===== config.mk =====
export PLATFORM = sky130hd
export DESIGN_NAME = unidade_de_busca
export DESIGN_NICKNAME = d
export VERILOG_FILES = /design/src/rtl/unidade_de_busca_pkg.sv /design/src/rtl/unidade_de_busca_contador_de_passos.sv /design/src/rtl/unidade_de_busca.sv
export SDC_FILE = /design/constraint.sdc
export NUM_CORES = 1
export LEC_CHECK = 0
export CAP_MARGIN = 10
export CORE_UTILIZATION = 35
export DETAILED_ROUTE_END_ITERATION = 16
export RECOVER_POWER = 100
export SLEW_MARGIN = 0
export SYNTH_ARGS = -nofsm -noshare
export SYNTH_HDL_FRONTEND = slang
export SYNTH_SLANG_ARGS = --single-unit

===== constraint.sdc =====
create_clock -name clock -period 2.2 [get_ports clock]
set_clock_uncertainty 0.15 [all_clocks]
set_input_delay 0.66 -clock clock [delete_from_list [all_inputs] [get_ports clock]]
set_output_delay 0.66 -clock clock [all_outputs]
set_load 0.05 [all_outputs]

===== src/rtl/unidade_de_busca_pkg.sv =====
// Shared ISA constants for the fetch unit and the control logic that decodes
// its outputs, plus the fetch sequencer state encoding.
package unidade_de_busca_pkg;

  // Instruction word layout: opcode[8:6], rx[5:3], ry[2:0].
  localparam int unsigned ISA_W  = 9;
  localparam int unsigned OPC_HI = 8;
  localparam int unsigned OPC_LO = 6;
  localparam int unsigned RX_HI  = 5;
  localparam int unsigned RX_LO  = 3;
  localparam int unsigned RY_HI  = 2;
  localparam int unsigned RY_LO  = 0;

  typedef enum logic [2:0] {
    OP_ADD = 3'b000,
    OP_SUB = 3'b001,
    OP_NAN = 3'b010,
    OP_OUT = 3'b100,
    OP_LDI = 3'b101,
    OP_REP = 3'b111
  } opcode_t;

  // Execution step codes seen by the control logic on counter.
  localparam logic [1:0] STEP0 = 2'b00;
  localparam logic [1:0] STEP1 = 2'b01;
  localparam logic [1:0] STEP2 = 2'b10;
  localparam logic [1:0] STEP3 = 2'b11;

  typedef enum logic [2:0] {
    ST_IDLE,
    ST_FETCH,
    ST_LOAD,
    ST_S1,
    ST_S2,
    ST_S3,
    ST_HALT
  } state_t;

  // States in which the step counter advances.
  function automatic logic is_exec(input state_t s);
    return (s == ST_S1) || (s == ST_S2) || (s == ST_S3);
  endfunction

  // States in which an instruction is in flight.
  function automatic logic is_busy(input state_t s);
    return (s == ST_FETCH) || (s == ST_LOAD) || is_exec(s);
  endfunction

endpackage


===== src/rtl/unidade_de_busca_contador_de_passos.sv =====
// Two-bit execution step counter; clear has priority over enable.
module contador_de_passos
  import unidade_de_busca_pkg::*;
(
  input  logic       clock,
  input  logic       resetn,
  input  logic       clear,
  input  logic       enable,
  output logic [1:0] step
);

  // Step register: returns to STEP0 on clear, advances by one on enable.
  always_ff @(posedge clock or negedge resetn) begin
    if (!resetn) begin
      step <= STEP0;
    end else if (clear) begin
      step <= STEP0;
    end else if (enable) begin
      step <= step + 2'd1;
    end
  end

endmodule


===== src/rtl/unidade_de_busca.sv =====
// Instruction fetch and step sequencer: owns pc and run/halt state, reads the
// synchronous program memory and presents each instruction on iin with the
// 00->01->10->11 step sequence on counter.
module unidade_de_busca
  import unidade_de_busca_pkg::*;
#(
  parameter int unsigned ADDR_W   = 5,
  parameter int unsigned INSTR_W  = 9,
  parameter int unsigned PROG_LEN = 32
) (
  input  logic               clock,
  input  logic               resetn,
  input  logic               run,
  output logic [ADDR_W-1:0]  mem_addr,
  output logic               mem_rd,
  input  logic [INSTR_W-1:0] mem_data,
  output logic [INSTR_W-1:0] iin,
  output logic [1:0]         counter,
  output logic               busy,
  output logic               halted
);

  localparam logic [ADDR_W-1:0] LAST_PC = ADDR_W'(PROG_LEN - 1);

  state_t            state;
  state_t            next_state;
  logic [ADDR_W-1:0] pc;
  logic              step_en;

  assign mem_addr = pc;

  // State register.
  always_ff @(posedge clock or negedge resetn) begin
    if (!resetn) begin
      state <= ST_IDLE;
    end else begin
      state <= next_state;
    end
  end

  // Next-state logic; run is only looked at in IDLE and when leaving S3.
  always_comb begin
    next_state = state;
    unique case (state)
      ST_IDLE:  if (run) next_state = ST_FETCH;
      ST_FETCH: next_state = ST_LOAD;
      ST_LOAD:  next_state = ST_S1;
      ST_S1:    next_state = ST_S2;
      ST_S2:    next_state = ST_S3;
      ST_S3: begin
        if (pc == LAST_PC)  next_state = ST_HALT;
        else if (run)       next_state = ST_FETCH;
        else                next_state = ST_IDLE;
      end
      ST_HALT:  next_state = ST_HALT;
      default:  next_state = ST_IDLE;
    endcase
  end

  // Program counter: advances on leaving S3 unless the last instruction ran.
  always_ff @(posedge clock or negedge resetn) begin
    if (!resetn) begin
      pc <= '0;
    end else if ((state == ST_S3) && (pc != LAST_PC)) begin
      pc <= pc + 1'b1;
    end
  end

  // Registered strobes decoded from the next state so they line up with it.
  always_ff @(posedge clock or negedge resetn) begin
    if (!resetn) begin
      mem_rd <= 1'b0;
      busy   <= 1'b0;
      halted <= 1'b0;
    end else begin
      mem_rd <= (next_state == ST_FETCH);
      busy   <= is_busy(next_state);
      halted <= (next_state == ST_HALT);
    end
  end

  // Instruction register: captures read data only in LOAD, while counter=00.
  always_ff @(posedge clock or negedge resetn) begin
    if (!resetn) begin
      iin <= '0;
    end else if (state == ST_LOAD) begin
      iin <= mem_data;
    end
  end

  // Counter steps together with the state so it reads 01/10/11 in S1/S2/S3.
  assign step_en = is_exec(next_state);

  contador_de_passos u_passos (
    .clock  (clock),
    .resetn (resetn),
    .clear  (!step_en),
    .enable (step_en),
    .step   (counter)
  );

endmodule


==> results.toml <==
[worst_setup_path]
cp.required_ns = 2.25
path_cells = "ha_1 -> and3_1 -> ha_1 -> and4bb_2 -> mux2_2"
critPathLaunchType = "flop"
cp_num_buf_inv = 0
crit_fanout = 5
cp_num_cells = 5
path_class = "reg -> reg"
cp.arrival_ns = 2.05
crit_slowest_cell = "dfrtp_1"
r2r_start = "mem_addr[0]"
rr_worst_depth = 5
reg2reg_to = "mem_addr[4]"
critPathTopFamily = "simple AND/OR/NAND/NOR gates"
reg2reg_slack_ns = 0.20
slowest_delay_ns = 0.44
critPathMostFrequentCell = "ha_1"
crit_path_end_kind = "flop"

[floorplan]
io_pins = 31
start_util = 0.373
die_y_um = 53.6
design.core.area_sq_mm = 0.00250
die_w_um = 53.6
dieArea_sq_mm = 0.00287
rows = 18

[status]
outcome = "finished clean"

[placed_design]
place.gp.congestion = 0.755
io_buffers = 30
hpwlAfterDp_um = 1120
postPlaceCellArea_sq_mm = 0.00122

[timing]
fmax_ghz = 0.499
tns_ns = 0
fin_crit_ns = 2.00
relSlewSlack = 0.228
worst_pin_slew_ns = 1.16
hold_viol_final = 0
worst_hold_slack_ns = 0.329
rsz0062_at_grt = "false"
finalSetupViolCount = 0
drv_slew = 0
min_period_over_period = 0.911

[finish]
nets = 119
postLayoutCellArea_sq_mm = 0.00117
diodes = 0
drive_gt1_frac = 0.163
areaGrowthSynthToFinish_pct = 25.8

[global_routing]
grt_first_pass_wirelength_um = 2420
grt_start_max_net_pins = 23
overflow = 0
grt_pass1_vias = 556
groute.usage.overall = 0.121
antenna_found_initial = 0

[hold_path]
hold_class = "reg -> reg"
hold_start = "u_passos.step[0]"
whs_endpoint = "u_passos.step[0]"
hold_depth = 1

[clock_tree]
clk_pin_slew_ns = 0.12
cts_hold_buf = 0
cts_tree = "done"
clockBufferDepth = 2
cts_resized = 0
htree_levels = 1
clock_latency_ns = 0.30
numCtsBuffers = 3
cts_root_buf = "clkbuf_4"
cts_sinks = 22
post_cts_buffers = 0

[flow_run]
max_cap_violations = 0

[logic_synthesis]
synth_top_area_share = 0.591
synth_cell_type_count = 27
syn_inst = 72
synth.yosys.seq_area_share = 0.591
synth.cell_area_sq_um = 932
yosysWarnings = 0
avgSynthCellArea_sq_um = 12.9
synthTopCellsByArea = "dfrtp_1, mux2_2, xnor2_1, ha_1, nand2b_1"
synth_seq_cells = 22
mappedNetlistNets = 86
yosys.area.top_type = "dfrtp_1"

[route]
via_per_inst = 4.65
final_antenna_net_count = 0
vias = 623
drt_iter0_markers = 17
drt_pass1_iterations = 4
totalWireLength_um = 1610
wl_per_cell_um = 12.0
route.detailed.drc = 0
-- metal layers --
metal / up-vias / wire (um) / global-route usage
met5: - / 0 / 0
met4: 0 / 13 / 0.0789
met3: 2 / 126 / 0.0282
met2: 20 / 696 / 0.181
met1: 284 / 772 / 0.157
li1: 317 / - / -
-- metrics by stage --
stage / cells / util / setup slack (ns)
CTS: 134 / 0.502 / 0.179
finish: 134 / 0.469 / 0.195
floorplan: 72 / - / 0.0290
global placement: 130 / 0.487 / 0.258
global route: 134 / 0.469 / 0.0698
detailed placement: 130 / 0.487 / 0.199
-- final cells by class --
cell class                 count  area, sq um
clock buffer                   4         36.3
fill                         247         1330
inverter                       1         3.75
multi-input combinational     46          358
sequential                    22          551
tap                           30         37.5
timing repair buffer          31          186
-- Yosys cell counts --
library cell	number
dfrtp_1	22
clkbuf_1	2
and4bb_2	1
a2bb2oi_1	1
a21boi_0	1
nand2b_1	3
nor2b_1	1
a21oi_1	2
nor2_4	1
nor3b_1	1
nor2_1	5
nand4_1	1
ha_1	2
and3_1	1
nand2_1	2
mux2i_1	1
and2b_1	1
o22ai_1	1
xnor2_1	3
o21ai_0	3
mux2_2	11
inv_1	1
buf_2	1
a21o_1	1
nor4_1	1
nand3b_1	1
xor2_1	1
-- how the worst max path moves through the flow --
stage                 from     endpoint  slack [ns]
6_report       mem_addr[0]  mem_addr[4]        0.20
3_3_place_gp   mem_addr[0]  mem_addr[4]        0.26
3_5_place_dp   mem_addr[0]  mem_addr[4]        0.20
5_1_grt           state[0]       iin[6]        0.07
2_1_floorplan  mem_addr[0]  mem_addr[1]        0.03
4_1_cts        mem_addr[0]  mem_addr[4]        0.18
-- cell families (layout without fill, tap and decap cells) --
logic type / after synthesis / count (layout) / share of synthesized area
compound gates: 9 / 9 / 0.0591
fa+ha+maj: 2 / 2 / 0.0268
flops: 22 / 22 / 0.591
buf+inv: 4 / 36 / 0.0174
mux: 12 / 12 / 0.144
xor+xnor: 4 / 4 / 0.0376
simple gates: 19 / 19 / 0.125
-- sequential cells by signal (all words and copies together) (netlist names) --
register / cells
state: 3
mem_rd: 1
mem_addr: 5
busy: 1
halted: 1
iin: 9
u_passos.step: 2
-- cells in the final DEF (no fill, tap or decap), drive strengths merged --
cell / count
nor3b: 1
mux2: 11
and3: 1
xnor2: 3
and2b: 1
nand2: 2
o22ai: 1
a21oi: 2
nand3b: 1
dfrtp: 22
clkdlybuf4s50: 11
o21ai: 3
nor2b: 1
and4bb: 1
a21o: 1
mux2i: 1
a2bb2oi: 1
a21boi: 1
nor4: 1
nor2: 6
inv: 1
nand4: 1
nand2b: 3
ha: 2
clkbuf: 24
xor2: 1
Power is left out: the tool's default activity adds up to more than one toggle a clock period on the data nets, which glitch-free logic cannot reach.
